$ cat src/rtl/alu_stream_if.sv
// alu_stream_if: byte-wide AXI-Stream link with a 12-bit status sideband
interface alu_stream_if;
  logic        tvalid;
  logic        tready;
  logic [7:0]  tdata;
  logic        tlast;
  logic [11:0] tuser;
  modport master (output tvalid, tdata, tlast, tuser, input tready);
  modport slave (input tvalid, tdata, tlast, output tready);
endinterface

$ cat src/rtl/alu_stream.sv
// alu_stream: byte-serial ALU taking opcode/A/B command packets and returning framed results
module alu_stream #(
  parameter int OPERAND_BYTES = 2,
  parameter int LED_WIDTH = 16
) (
  input  logic                 aclk_i,
  input  logic                 rst_i,
  alu_stream_if.slave          s_axis,
  alu_stream_if.master         m_axis,
  output logic [LED_WIDTH-1:0] LED
);
  localparam int W = 8 * OPERAND_BYTES;
  localparam int CW = $clog2(2 * OPERAND_BYTES);
  localparam logic [CW-1:0] LAST_OP = CW'(OPERAND_BYTES - 1);
  localparam logic [CW-1:0] LAST_RES = CW'(2 * OPERAND_BYTES - 1);
  typedef enum logic [2:0] {OPCODE, RECV_A, RECV_B, DRAIN, EXEC, SEND} state_t;
  state_t state, state_n;
  logic [CW-1:0] cnt;
  logic [7:0] opcode;
  logic [W-1:0] a, b;
  logic [W:0] sum;
  logic [2*W-1:0] prod, r_calc, r_fin, res;
  logic [11:0] tuser;
  logic tready, tvalid, early, ferr, flag, bad, acc, hs, early_n, miss_n;
  assign acc = s_axis.tvalid && tready;
  assign hs = tvalid && m_axis.tready;
  assign sum = {1'b0, a} + {1'b0, b};
  assign prod = {{W{1'b0}}, a} * {{W{1'b0}}, b};
  assign bad = opcode > 8'h05;
  // tlast before the final B byte truncates the command; no tlast on it means trailing junk
  assign early_n = acc && s_axis.tlast && (state == OPCODE || state == RECV_A || (state == RECV_B && cnt != LAST_OP));
  assign miss_n = acc && !s_axis.tlast && state == RECV_B && cnt == LAST_OP;
  assign r_fin = (early || bad) ? '0 : r_calc;
  assign s_axis.tready = tready;
  assign m_axis.tvalid = tvalid;
  assign m_axis.tdata = res[7:0];
  assign m_axis.tlast = tvalid && cnt == LAST_RES;
  assign m_axis.tuser = tuser;
  always_comb begin
    r_calc = '0;
    flag = 1'b0;
    case (opcode)
      8'h00: begin r_calc = {{(W-1){1'b0}}, sum}; flag = sum[W]; end
      8'h01: begin r_calc = {{W{1'b0}}, a - b}; flag = a < b; end
      8'h02: begin r_calc = prod; flag = |prod[2*W-1:W]; end
      8'h03: r_calc = {{W{1'b0}}, a & b};
      8'h04: r_calc = {{W{1'b0}}, a | b};
      8'h05: r_calc = {{W{1'b0}}, a ^ b};
      default: ;
    endcase
  end
  always_comb begin
    state_n = state;
    case (state)
      OPCODE: if (acc) state_n = s_axis.tlast ? EXEC : RECV_A;
      RECV_A: if (acc) state_n = s_axis.tlast ? EXEC : cnt == LAST_OP ? RECV_B : RECV_A;
      RECV_B: if (acc) state_n = s_axis.tlast ? EXEC : cnt == LAST_OP ? DRAIN : RECV_B;
      DRAIN:  if (acc && s_axis.tlast) state_n = EXEC;
      EXEC:   state_n = SEND;
      SEND:   if (hs && cnt == LAST_RES) state_n = OPCODE;
      default: state_n = OPCODE;
    endcase
  end
  always_ff @(posedge aclk_i) begin
    if (rst_i) begin
      state <= OPCODE;
      tready <= 1'b0;
      tvalid <= 1'b0;
      cnt <= '0;
      opcode <= '0;
      a <= '0;
      b <= '0;
      res <= '0;
      tuser <= '0;
      early <= 1'b0;
      ferr <= 1'b0;
      LED <= '0;
    end else begin
      state <= state_n;
      tready <= state_n inside {OPCODE, RECV_A, RECV_B, DRAIN};
      if (acc && state == OPCODE) opcode <= s_axis.tdata;
      if (acc && state == RECV_A) a <= W'({s_axis.tdata, a} >> 8);
      if (acc && state == RECV_B) b <= W'({s_axis.tdata, b} >> 8);
      if (acc && state != DRAIN) cnt <= (state == OPCODE || cnt == LAST_OP) ? '0 : cnt + 1'b1;
      if (early_n) early <= 1'b1;
      if (early_n || miss_n) ferr <= 1'b1;
      if (state == EXEC) begin
        res <= r_fin;
        tuser <= {flag && !early, r_fin == '0, ferr, bad, opcode};
        tvalid <= 1'b1;
        cnt <= '0;
      end
      if (hs) begin
        res <= res >> 8;
        cnt <= cnt + 1'b1;
      end
      if (hs && cnt == LAST_RES) begin
        tvalid <= 1'b0;
        early <= 1'b0;
        ferr <= 1'b0;
        LED <= LED + 1'b1;
      end
    end
  end
endmodule

$ cat src/flat_wrapper.sv
// flat-port wrapper written by rule: the top's interface ports become plain ports
module alu_stream_flat 
#(
  parameter int OPERAND_BYTES = 2,
  parameter int LED_WIDTH = 16
)
  (aclk_i, rst_i, LED, s_axis_tvalid, s_axis_tdata, s_axis_tlast, s_axis_tready, m_axis_tvalid, m_axis_tdata, m_axis_tlast, m_axis_tuser, m_axis_tready);
  alu_stream_if s_axis_i ();
  alu_stream_if m_axis_i ();
  input  logic aclk_i;
  input  logic rst_i;
  output logic [LED_WIDTH-1:0] LED;
  input wire logic [$bits(s_axis_i.tvalid)-1:0] s_axis_tvalid;
  input wire logic [$bits(s_axis_i.tdata)-1:0] s_axis_tdata;
  input wire logic [$bits(s_axis_i.tlast)-1:0] s_axis_tlast;
  output wire logic [$bits(s_axis_i.tready)-1:0] s_axis_tready;
  output wire logic [$bits(m_axis_i.tvalid)-1:0] m_axis_tvalid;
  output wire logic [$bits(m_axis_i.tdata)-1:0] m_axis_tdata;
  output wire logic [$bits(m_axis_i.tlast)-1:0] m_axis_tlast;
  output wire logic [$bits(m_axis_i.tuser)-1:0] m_axis_tuser;
  input wire logic [$bits(m_axis_i.tready)-1:0] m_axis_tready;
  assign s_axis_i.tvalid = s_axis_tvalid;
  assign s_axis_i.tdata = s_axis_tdata;
  assign s_axis_i.tlast = s_axis_tlast;
  assign s_axis_tready = s_axis_i.tready;
  assign m_axis_tvalid = m_axis_i.tvalid;
  assign m_axis_tdata = m_axis_i.tdata;
  assign m_axis_tlast = m_axis_i.tlast;
  assign m_axis_tuser = m_axis_i.tuser;
  assign m_axis_i.tready = m_axis_tready;
  alu_stream #(.OPERAND_BYTES(OPERAND_BYTES), .LED_WIDTH(LED_WIDTH)) u_core (.aclk_i(aclk_i), .rst_i(rst_i), .s_axis(s_axis_i), .m_axis(m_axis_i), .LED(LED));
endmodule
$ cat config.mk
export PLATFORM = sky130hd
export DESIGN_NAME = alu_stream_flat
export DESIGN_NICKNAME = d
export VERILOG_FILES = /design/src/rtl/alu_stream_if.sv /design/src/rtl/alu_stream.sv /design/src/flat_wrapper.sv
export SDC_FILE = /design/constraint.sdc
export NUM_CORES = 1
export LEC_CHECK = 0
export ABC_AREA = 1
export BUFFER_PORTS_ARGS = -buffer_cell sky130_fd_sc_hd__buf_2
export CAP_MARGIN = 20
export CORE_MARGIN = 8
export CORE_UTILIZATION = 52
export CTS_CLUSTER_SIZE = 12
export DETAILED_ROUTE_END_ITERATION = 12
export GPL_TIMING_DRIVEN = 0
export PLACE_DENSITY = 0.81
export SLEW_MARGIN = 15
export SYNTH_ARGS = -nofsm -noshare
export SYNTH_HDL_FRONTEND = slang
export SYNTH_SLANG_ARGS = --single-unit
$ cat constraint.sdc
create_clock -name aclk_i -period 16.9 [get_ports aclk_i]
set_clock_uncertainty 0.15 [all_clocks]
set_input_delay 2.535 -clock aclk_i [delete_from_list [all_inputs] [get_ports aclk_i]]
set_output_delay 2.535 -clock aclk_i [all_outputs]
set_load 0.01 [all_outputs]
==> results.cfg, run 1 <==
[die]
fp.dieW_um = 196.1
die-area_mm2 = 0.03846
core-area_mm2 = 0.03221
rows = 66
die_h_um = 196.1
start_util_pct = 52.38
io_pins = 52

[cts]
postCtsHoldBufs = 0
cts_tree = done
ctsResizeCount = 0
htreeDepth = 3
clock-root-buffer = clkbuf_16
worstSkewPairLatency_ps = 370
path_clk_slew_ps = 90
cts_sinks = 109
clock_path_buffers = 2
cts_buffers = 9
cts_setup_buffers = 0

[logic_synthesis]
synth-seq-cells = 109
synth-async-reset-ratio_pct = 0
yosys_most_used_dff = dfxtp_1
synth_edf_count = 0
synth_cell_type_count = 49
netlist_instances = 2533
synth_area_mm2 = 0.01687
yosysSeqAreaShare_pct = 12.93
yosysWarningCount = 0
syn_avg_cell_area_um2 = 6.660
synth_nets = 2897

[sta]
hold_viol = 0
fin_hold_ws_ps = 324.7
fin_setup_tns_ps = 0
fmax_mhz = 131.7
relSlewSlack_pct = 47.10
fin_ws_ps = 9307
drv_slew = 0
rsz0062_at_grt = false
worst_pin_slew_ps = 793.5
setup_violations = 0
min_period_over_period_pct = 44.93
period_needed_ps = 7593

[layout]
nFillCells = 3064
area_delta_synth_final_pct = 6.475
final_cell_mix = nand2_1, inv_1, fa_1
layout.nets = 2959
antenna-diode-count = 0
fin_util_pct = 55.77
layout_commonest_cell = nand2_1
drive_gt1_share_pct = 5.269

[route]
route.detailed.drc = 0
drt_pre_antenna_iters = 6
wire_per_inst_um = 17.92
drtIter0Drc = 1786
via_per_inst = 5.452
drt.antenna.violating_nets = 0
vias = 16401
wirelength_mm = 53.91

[power]
ir_drop_uv = 56.83
powerDensity_mw_per_mm2 = 34.54
total_leakage_power_uw = 0.01011

[worst_hold_path]
whs_path_depth = 2
hp-class = flip-flop to flip-flop

[global_routing]
antenna_found_initial = 0
first_global_vias = 16282
grt_use_total_pct = 28.26
grt_max_degree = 25
overflow = 0
grt_first_pass_wirelength_mm = 86.74

[placed_design]
port_buffers = 51
pre_cts_slack_ps = 9617
routabilityCongestion = 0.9913
detailed_place_hpwl_mm = 45.13

[worst_setup_path]
worstPathArrival_ps = 7740
critPathMaxFanout = 10
endpoint_kind = flip-flop
crit_type = flip-flop to flip-flop
setup.worst_path.start_class = flip-flop
required_ps = 17050
worstRegToRegCells = 25

[status]
status = finished clean

[run]
maxCapViolCount = 0
-- worst max-delay path, stage by stage (launching register included) --
cell      delay [ps]
dfxtp_1          390
clkbuf_1         410
clkbuf_1         580
nand2_1          160
fa_1             550
fa_1             580
fa_1             450
fa_1             550
inv_1             60
fa_1             520
inv_1             60
fa_1             500
inv_1             50
ha_1             340
nand2_1          190
nor2_4           250
nand3_1          160
nand3b_1         190
nand2_1           80
nand3_1          120
nand2_1           90
o21ai_0          420
nand4_1          180
nor2_1           170
nand3_1          150
a21oi_2          150
-- power by group --
part,internal [uW],leakage [uW],switching (uW)
logic,30.3,0.00907,85.9
clock network,110,0.000157,125
registers,264,0.000882,5.52
-- synth_stat cells, types with 2 or more instances --
cell type    n  share of area, %
and2_1       2             0.074
clkbuf_1    89               2.0
dfxtp_1    109                13
buf_4       12              0.53
nor4_1       2             0.074
nor2_2       8              0.30
buf_6        2              0.13
nor3_2       4              0.24
fa_1       196                23
inv_1      568                13
nor3_1      18              0.53
a21oi_1    121               3.6
nand2_1    714                16
o21bai_1     6              0.27
buf_2       13              0.39
a211oi_1     2             0.089
nand2_2      8              0.30
o21ai_1      2             0.059
buf_1        2             0.045
nor2_4       3              0.20
nand3b_1    16              0.71
nand2_4      3              0.20
o22ai_1      3              0.11
o211ai_1    16              0.71
or2_2        4              0.15
ha_1       155                11
xor2_1       3              0.16
o21ai_0     79               2.3
nor2_1     150               3.3
inv_2        5              0.11
nand3_1    159               4.7
a31oi_1     22              0.82
and3_1       3              0.11
nand4_1     19              0.70
-- layout make-up --
type                       count  area, um2  area share, %
buffer                       119      524.3          2.919
clock buffer                   9      225.2          1.254
clock inverter                 7      101.3         0.5642
inverter                     574       2157          12.01
multi-input combinational   1731      12010          66.84
sequential                   109       2182          12.15
tap                          408      510.5          2.842
timing repair buffer          51      255.2          1.421
-- state kept, by name (all words and copies together) (netlist names), 2 cells and up --
signal,flops
u_core.LED,16
u_core.m_axis.tuser,12
u_core.state,3
u_core.opcode,8
u_core.a,16
u_core.b,16
u_core.res,32
u_core.cnt,2
-- cells by family (layout without fill, tap and decap cells) --
| group | count (synthesis) | count (layout) | share of synthesized area [%] |
|---|---|---|---|
| AND/OR/NAND/NOR | 1117 | 1117 | 27.81 |
| buffers and inverters | 693 | 760 | 15.89 |
| adder cells (fa/ha/maj) | 351 | 351 | 34.75 |
| AO/OA/AOI/OAI | 259 | 259 | 8.396 |
| flip-flops | 109 | 109 | 12.93 |
| XOR/XNOR | 4 | 4 | 0.2077 |
-- path summary, 6_finish.rpt --
kind                  start                 endpoint  slack [ps]
min          u_core.res[20]           u_core.res[20]         320
min reg2reg  u_core.res[20]           u_core.res[20]         320
max             u_core.a[9]  u_core.m_axis.tuser[10]        9310
max reg2reg     u_core.a[9]  u_core.m_axis.tuser[10]        9310
-- metrics by stage --
| step | instance area [um2] | cells | total power, uW |
|---|---|---|---|
| after global routing | 17960 | 3008 | 640.5 |
| after floorplan | 16870 | 2533 | 348.9 |
| after detailed placement | 17640 | 2992 | 387.4 |
| final | 17960 | 3008 | 620.4 |
| after global placement | 17640 | 2992 | 385.1 |
| after CTS | 17960 | 3008 | 615.7 |
-- per-layer routing --
| metal | GRT usage (%) | share of wire, % |
|---|---|---|
| met1 | 36.95 | 41 |
| met5 | 0 | 0 |
| met2 | 45.55 | 45 |
| met3 | 5.980 | 9.6 |
| met4 | 10.42 | 4.0 |
Note: power is estimated with default switching activity, not from simulation.
==> inputs of run 2 (changes only) <==
--- a/config.mk
+++ b/config.mk
@@ -5,7 +5,7 @@
 export SDC_FILE = /design/constraint.sdc
 export NUM_CORES = 1
 export LEC_CHECK = 0
-export ABC_AREA = 1
+export ABC_AREA = 0
 export BUFFER_PORTS_ARGS = -buffer_cell sky130_fd_sc_hd__buf_2
 export CAP_MARGIN = 20
 export CORE_MARGIN = 8
==> constraint.sdc (replaced) <==
create_clock -name aclk_i -period 7.4 [get_ports aclk_i]
set_clock_uncertainty 0.15 [all_clocks]
set_input_delay 1.11 -clock aclk_i [delete_from_list [all_inputs] [get_ports aclk_i]]
set_output_delay 1.11 -clock aclk_i [all_outputs]
set_load 0.01 [all_outputs]
==> run 2 against run 1 <==
  * Sequential share of layout area up 0.95 points
  * Count of clock-buffer cells in the layout unchanged
  * Non-clock buffer count up 6
  * Combinational power up 59%
  * Cell area down 6.2%
  * Power up 110%
  * Core utilization up 1.5 points
  * Wire length down 5.1%
  * Critical path depth up 1
  * Critical endpoint unchanged
  * Largest power group unchanged
==> results.cfg, run 2 <==
[worst_setup_path]
worstPathArrival_ps = 7300
setup.worst_path.start_class = flip-flop
critPathMaxFanout = 9
required_ps = 7510
crit_type = flip-flop to flip-flop
endpoint_kind = flip-flop

[sta]
period_needed_ps = 7187
hold_viol = 0
drv_slew = 0
fin_hold_ws_ps = 309.1
worst_pin_slew_ps = 965.4
relSlewSlack_pct = 35.11
setup_violations = 0
fin_setup_tns_ps = 0
min_period_over_period_pct = 97.13
fmax_mhz = 139.1

[cts]
path_clk_slew_ps = 90
clock-root-buffer = clkbuf_16
htreeDepth = 3
cts_sinks = 109
cts_buffers = 9
postCtsHoldBufs = 0
worstSkewPairLatency_ps = 360
clock_path_buffers = 2
cts_tree = done

[placed_design]
routabilityCongestion = 1.034
port_buffers = 50
detailed_place_hpwl_mm = 41.35

[route]
drt_pre_antenna_iters = 6
via_per_inst = 6.026
wire_per_inst_um = 21.16
drt.antenna.violating_nets = 0
wirelength_mm = 51.17
vias = 14571
drtIter0Drc = 1761
route.detailed.drc = 0

[status]
status = finished clean

[layout]
area_delta_synth_final_pct = 9.285
antenna-diode-count = 0
final_cell_mix = nand2_1, inv_1, nor2_1
layout.nets = 2387
top_register = u_core.res
largest_reg_flops = 32
nFillCells = 2656
seq_area_mm2 = 0.002206
layout_commonest_cell = nand2_1
multiInputGateArea_mm2 = 0.01179
fin_util_pct = 57.30
drive_gt1_share_pct = 10.26

[die]
rows = 63
die_h_um = 188.2
core-area_mm2 = 0.02940
io_pins = 52
fp.dieW_um = 188.2
start_util_pct = 52.43
die-area_mm2 = 0.03541

[power]
total_power_uw = 1325
ir_drop_uv = 147.3
total_leakage_power_uw = 0.007640
powerDensity_mw_per_mm2 = 78.66

[logic_synthesis]
syn_avg_cell_area_um2 = 7.898
yosysWarningCount = 0
synth_edf_count = 0
yosys_most_used_dff = dfxtp_1
synth_area_mm2 = 0.01542
synth_cell_type_count = 83
synth_area_leaders = fa_1, dfxtp_1, ha_1
netlist_instances = 1952
synth-seq-cells = 109
synthTopCellsByCount = nand2_1, inv_1, nor2_1, fa_1, ha_1
synth_nets = 2316
synth-async-reset-ratio_pct = 0
synth_top_cell_area_share_pct = 25.45
yosysSeqAreaShare_pct = 14.15
synth.most_common_cell = nand2_1
synth_top_cell_by_area = fa_1

[global_routing]
grt_use_total_pct = 28.39
grt_first_pass_wirelength_mm = 80.32
antenna_found_initial = 0
grt_max_degree = 25
first_global_vias = 14476
overflow = 0

[worst_hold_path]
hp-class = flip-flop to flip-flop

[run]
maxCapViolCount = 0
run 2: cell count changes in the layout (fill, tap and decap cells not counted), moves of 21 or more:
cell,previous run,this run
nand2_1,714,307
inv_1,568,271
nand3_1,159,38
nor2_1,150,225
clkbuf_1,89,51
xor2_1,3,29
o21ai_0,79,58
run 2: kinds of logic after synthesis:
kind of cell | synth area share [%]
adder cells (fa/ha/maj) | 38.03
AO/OA/AOI/OAI | 15.19
multiplexers | 0.2029
buffers and inverters | 10.29
flip-flops | 14.15
XOR/XNOR | 2.841
AND/OR/NAND/NOR | 19.29
run 2: layout make-up:
cell class              count  area share [%]
multi-input cells        1442           69.97
repair buffers             62           2.035
plain buffers             114           3.624
flip-flops and latches    109           13.09
clock buffers               9           1.337
clock inverters             7          0.5867
inverters                 285           6.461
well taps                 390           2.896
run 2: per-stage QoR:
stage               instances  worst slack (ps)  instance area (um2)
floorplan                1952             906.4                15420
global placement         2392            -556.1                16150
detailed placement       2393            -652.8                16170
CTS                      2411             1.831                16580
global route             2418            -14.01                16850
finish                   2418             212.7                16850
run 2: where the power goes:
part | leakage (uW) | switching, uW | internal (uW)
sequential | 0.000888 | 10.4 | 597
combinational | 0.00659 | 133 | 52.2
clock | 0.000157 | 281 | 252
total | 0.00764 | 424 | 901
run 2: routing by layer:
metal  part of all wire (%)  GRT usage [%]
met1                     39          36.78
met2                     46          45.74
met3                     10          5.471
met4                    4.9          12.24
met5                      0              0
run 2: worst max-delay path, stage by stage (launching register included):
cell       delay, ps
dfxtp_2          440
ha_2             260
inv_1            150
fa_1             560
inv_1             50
fa_1             500
inv_1             60
fa_1             550
inv_1             60
fa_1             380
fa_1             510
inv_1             50
fa_1             480
inv_1             50
ha_1             260
buf_2            180
a21oi_1          170
o211ai_1         200
nor2_1           220
a31oi_4          130
buf_4            170
a2111oi_1        390
o21bai_1         140
xor2_1           210
nor4_4           350
nor3_1           110
o31ai_2          300
run 2: repair_timing:
item	CTS	global route
pin swaps	1	5
endpoints found under the setup margin	6	3
setup buffers	4	7
gates resized for setup	40	100
run 2: path summary, 6_finish.rpt:
path | start | to | slack [ps] | cells past startpoint
worst min-delay path | u_core.m_axis.tuser[3] | u_core.m_axis.tuser[3] | 310 | 2
worst min register to register | u_core.m_axis.tuser[3] | u_core.m_axis.tuser[3] | 310 | 2
worst max register to register | u_core.b[7] | u_core.m_axis.tuser[10] | 210 | 26
worst max-delay path | u_core.b[7] | u_core.m_axis.tuser[10] | 210 | 26
==> inputs of run 3 (changes only) <==
--- a/config.mk
+++ b/config.mk
@@ -5,7 +5,7 @@
 export SDC_FILE = /design/constraint.sdc
 export NUM_CORES = 1
 export LEC_CHECK = 0
-export ABC_AREA = 0
+export ABC_AREA = 1
 export BUFFER_PORTS_ARGS = -buffer_cell sky130_fd_sc_hd__buf_2
 export CAP_MARGIN = 20
 export CORE_MARGIN = 8
==> run 3 against run 2 <==
  * Clock power barely moved
  * Maximum frequency hardly changed
  * Hold slack improved by 15 ps
  * Count of clock-buffer cells in the layout unchanged
  * Critical path type unchanged
  * Largest cell class unchanged
==> results.cfg, run 3 (synthesis results as in run 1) <==
[status]
status = finished clean

[die]
die_h_um = 196.1
core-area_mm2 = 0.03221
io_pins = 52
rows = 66
fp.dieW_um = 196.1
die-area_mm2 = 0.03846
start_util_pct = 52.38

[cts]
htreeDepth = 3
cts_tree = done
cts_setup_buffers = 0
cts_sinks = 109
cts_buffers = 9
clock-root-buffer = clkbuf_16
path_clk_slew_ps = 90
worstSkewPairLatency_ps = 370
clock_path_buffers = 2

[sta]
min_period_over_period_pct = 97.07
hold_viol = 0
worst_pin_slew_ps = 786.7
fin_hold_ws_ps = 324.5
period_needed_ps = 7183
fmax_mhz = 139.2
setup_violations = 0
drv_slew = 0
rsz0062_at_grt = false
fin_setup_tns_ps = 0
fin_ws_ps = 217.0
relSlewSlack_pct = 47.55

[layout]
final_cell_area_mm2 = 0.01800
drive_gt1_share_pct = 6.423
final_cell_mix = nand2_1, inv_1, fa_1
antenna-diode-count = 0
top_register = u_core.res
area_delta_synth_final_pct = 6.698
layout_commonest_cell = nand2_1
layout.nets = 2959
fin_util_pct = 55.89
largest_reg_flops = 32

[placed_design]
port_buffers = 51
place_area_mm2 = 0.01764
routabilityCongestion = 0.9913
detailed_place_hpwl_mm = 45.13
pre_cts_slack_ps = 116.5

[route]
vias = 16446
drtIter0Drc = 1861
drt_pre_antenna_iters = 9
drt.antenna.violating_nets = 0
wire_per_inst_um = 17.95
wirelength_mm = 54.00
via_per_inst = 5.467
route.detailed.drc = 0

[run]
maxCapViolCount = 0

[worst_setup_path]
endpoint_kind = flip-flop
critPathMaxFanout = 10
crit_type = flip-flop to flip-flop
required_ps = 7540
setup.worst_path.start_class = flip-flop
worstPathArrival_ps = 7330

[global_routing]
antenna_found_initial = 0
grt_use_total_pct = 28.26
overflow = 0
first_global_vias = 16282
grt_first_pass_wirelength_mm = 86.74
grt_max_degree = 25

[worst_hold_path]
hp-class = flip-flop to flip-flop

[power]
powerDensity_mw_per_mm2 = 78.67
total_leakage_power_uw = 0.01021
ir_drop_uv = 130.4
[run 3: per-stage QoR]
| stage | cells | total power (uW) |
|---|---|---|
| finish | 3008 | 1416 |
| floorplan | 2533 | 796.7 |
| CTS | 3008 | 1406 |
| detailed placement | 2992 | 884.7 |
| global route | 3008 | 1463 |
| global placement | 2992 | 879.5 |
[run 3: critical path, cell delays in order (launching register included)]
cell	delay (ps)
dfxtp_1	370
clkbuf_1	430
clkbuf_2	400
nand2_1	110
fa_1	510
fa_1	580
fa_1	450
fa_1	550
inv_1	60
fa_1	520
inv_1	60
fa_1	500
inv_1	50
ha_1	340
nand2_1	190
nor2_4	240
nand3_1	170
nand3b_1	200
nand2_1	80
nand3_1	120
nand2_1	90
o21ai_1	320
nand4_1	170
nor2_1	150
nand3_1	140
a21oi_2	150
[run 3: timing repair]
item	CTS	global route
hold buffers	0	0
gates resized for setup	0	61
setup endpoints to repair	0	3
[run 3: power breakdown]
part	leakage, uW	internal (uW)	switching, uW
sequential	0.000882	603	12.7
clock	0.000157	251	284
combinational	0.00917	70.0	196
total	0.0102	924	493
[run 3: final cells by class]
type	instances	area, um2
Clock buffer	9	225.2
Sequential cell	109	2182
Fill cell	3069	14210
Multi-Input combinational cell	1731	12010
Buffer	119	561.8
Tap cell	408	510.5
Clock inverter	7	101.3
Timing Repair Buffer	51	255.2
Inverter	574	2157
[run 3: worst paths after layout]
check / from / to / slack, ps / cells past startpoint
setup / recovery: u_core.a[8] / u_core.m_axis.tuser[10] / 220 / 25
hold / removal: u_core.res[20] / u_core.res[20] / 320 / 2
setup reg to reg: u_core.a[8] / u_core.m_axis.tuser[10] / 220 / 25
hold reg to reg: u_core.res[20] / u_core.res[20] / 320 / 2
[run 3: routing by layer]
| metal | track usage (%) | routed length, um | part of all wire, % | up-vias |
|---|---|---|---|---|
| met5 | 0 | 0 | 0 | - |
| met4 | 10.42 | 2062 | 3.8 | 0 |
| met3 | 5.980 | 5554 | 10 | 130 |
| met2 | 45.55 | 24490 | 45 | 860 |
| met1 | 36.95 | 21900 | 41 | 7698 |
| li1 | - | - | - | 7758 |
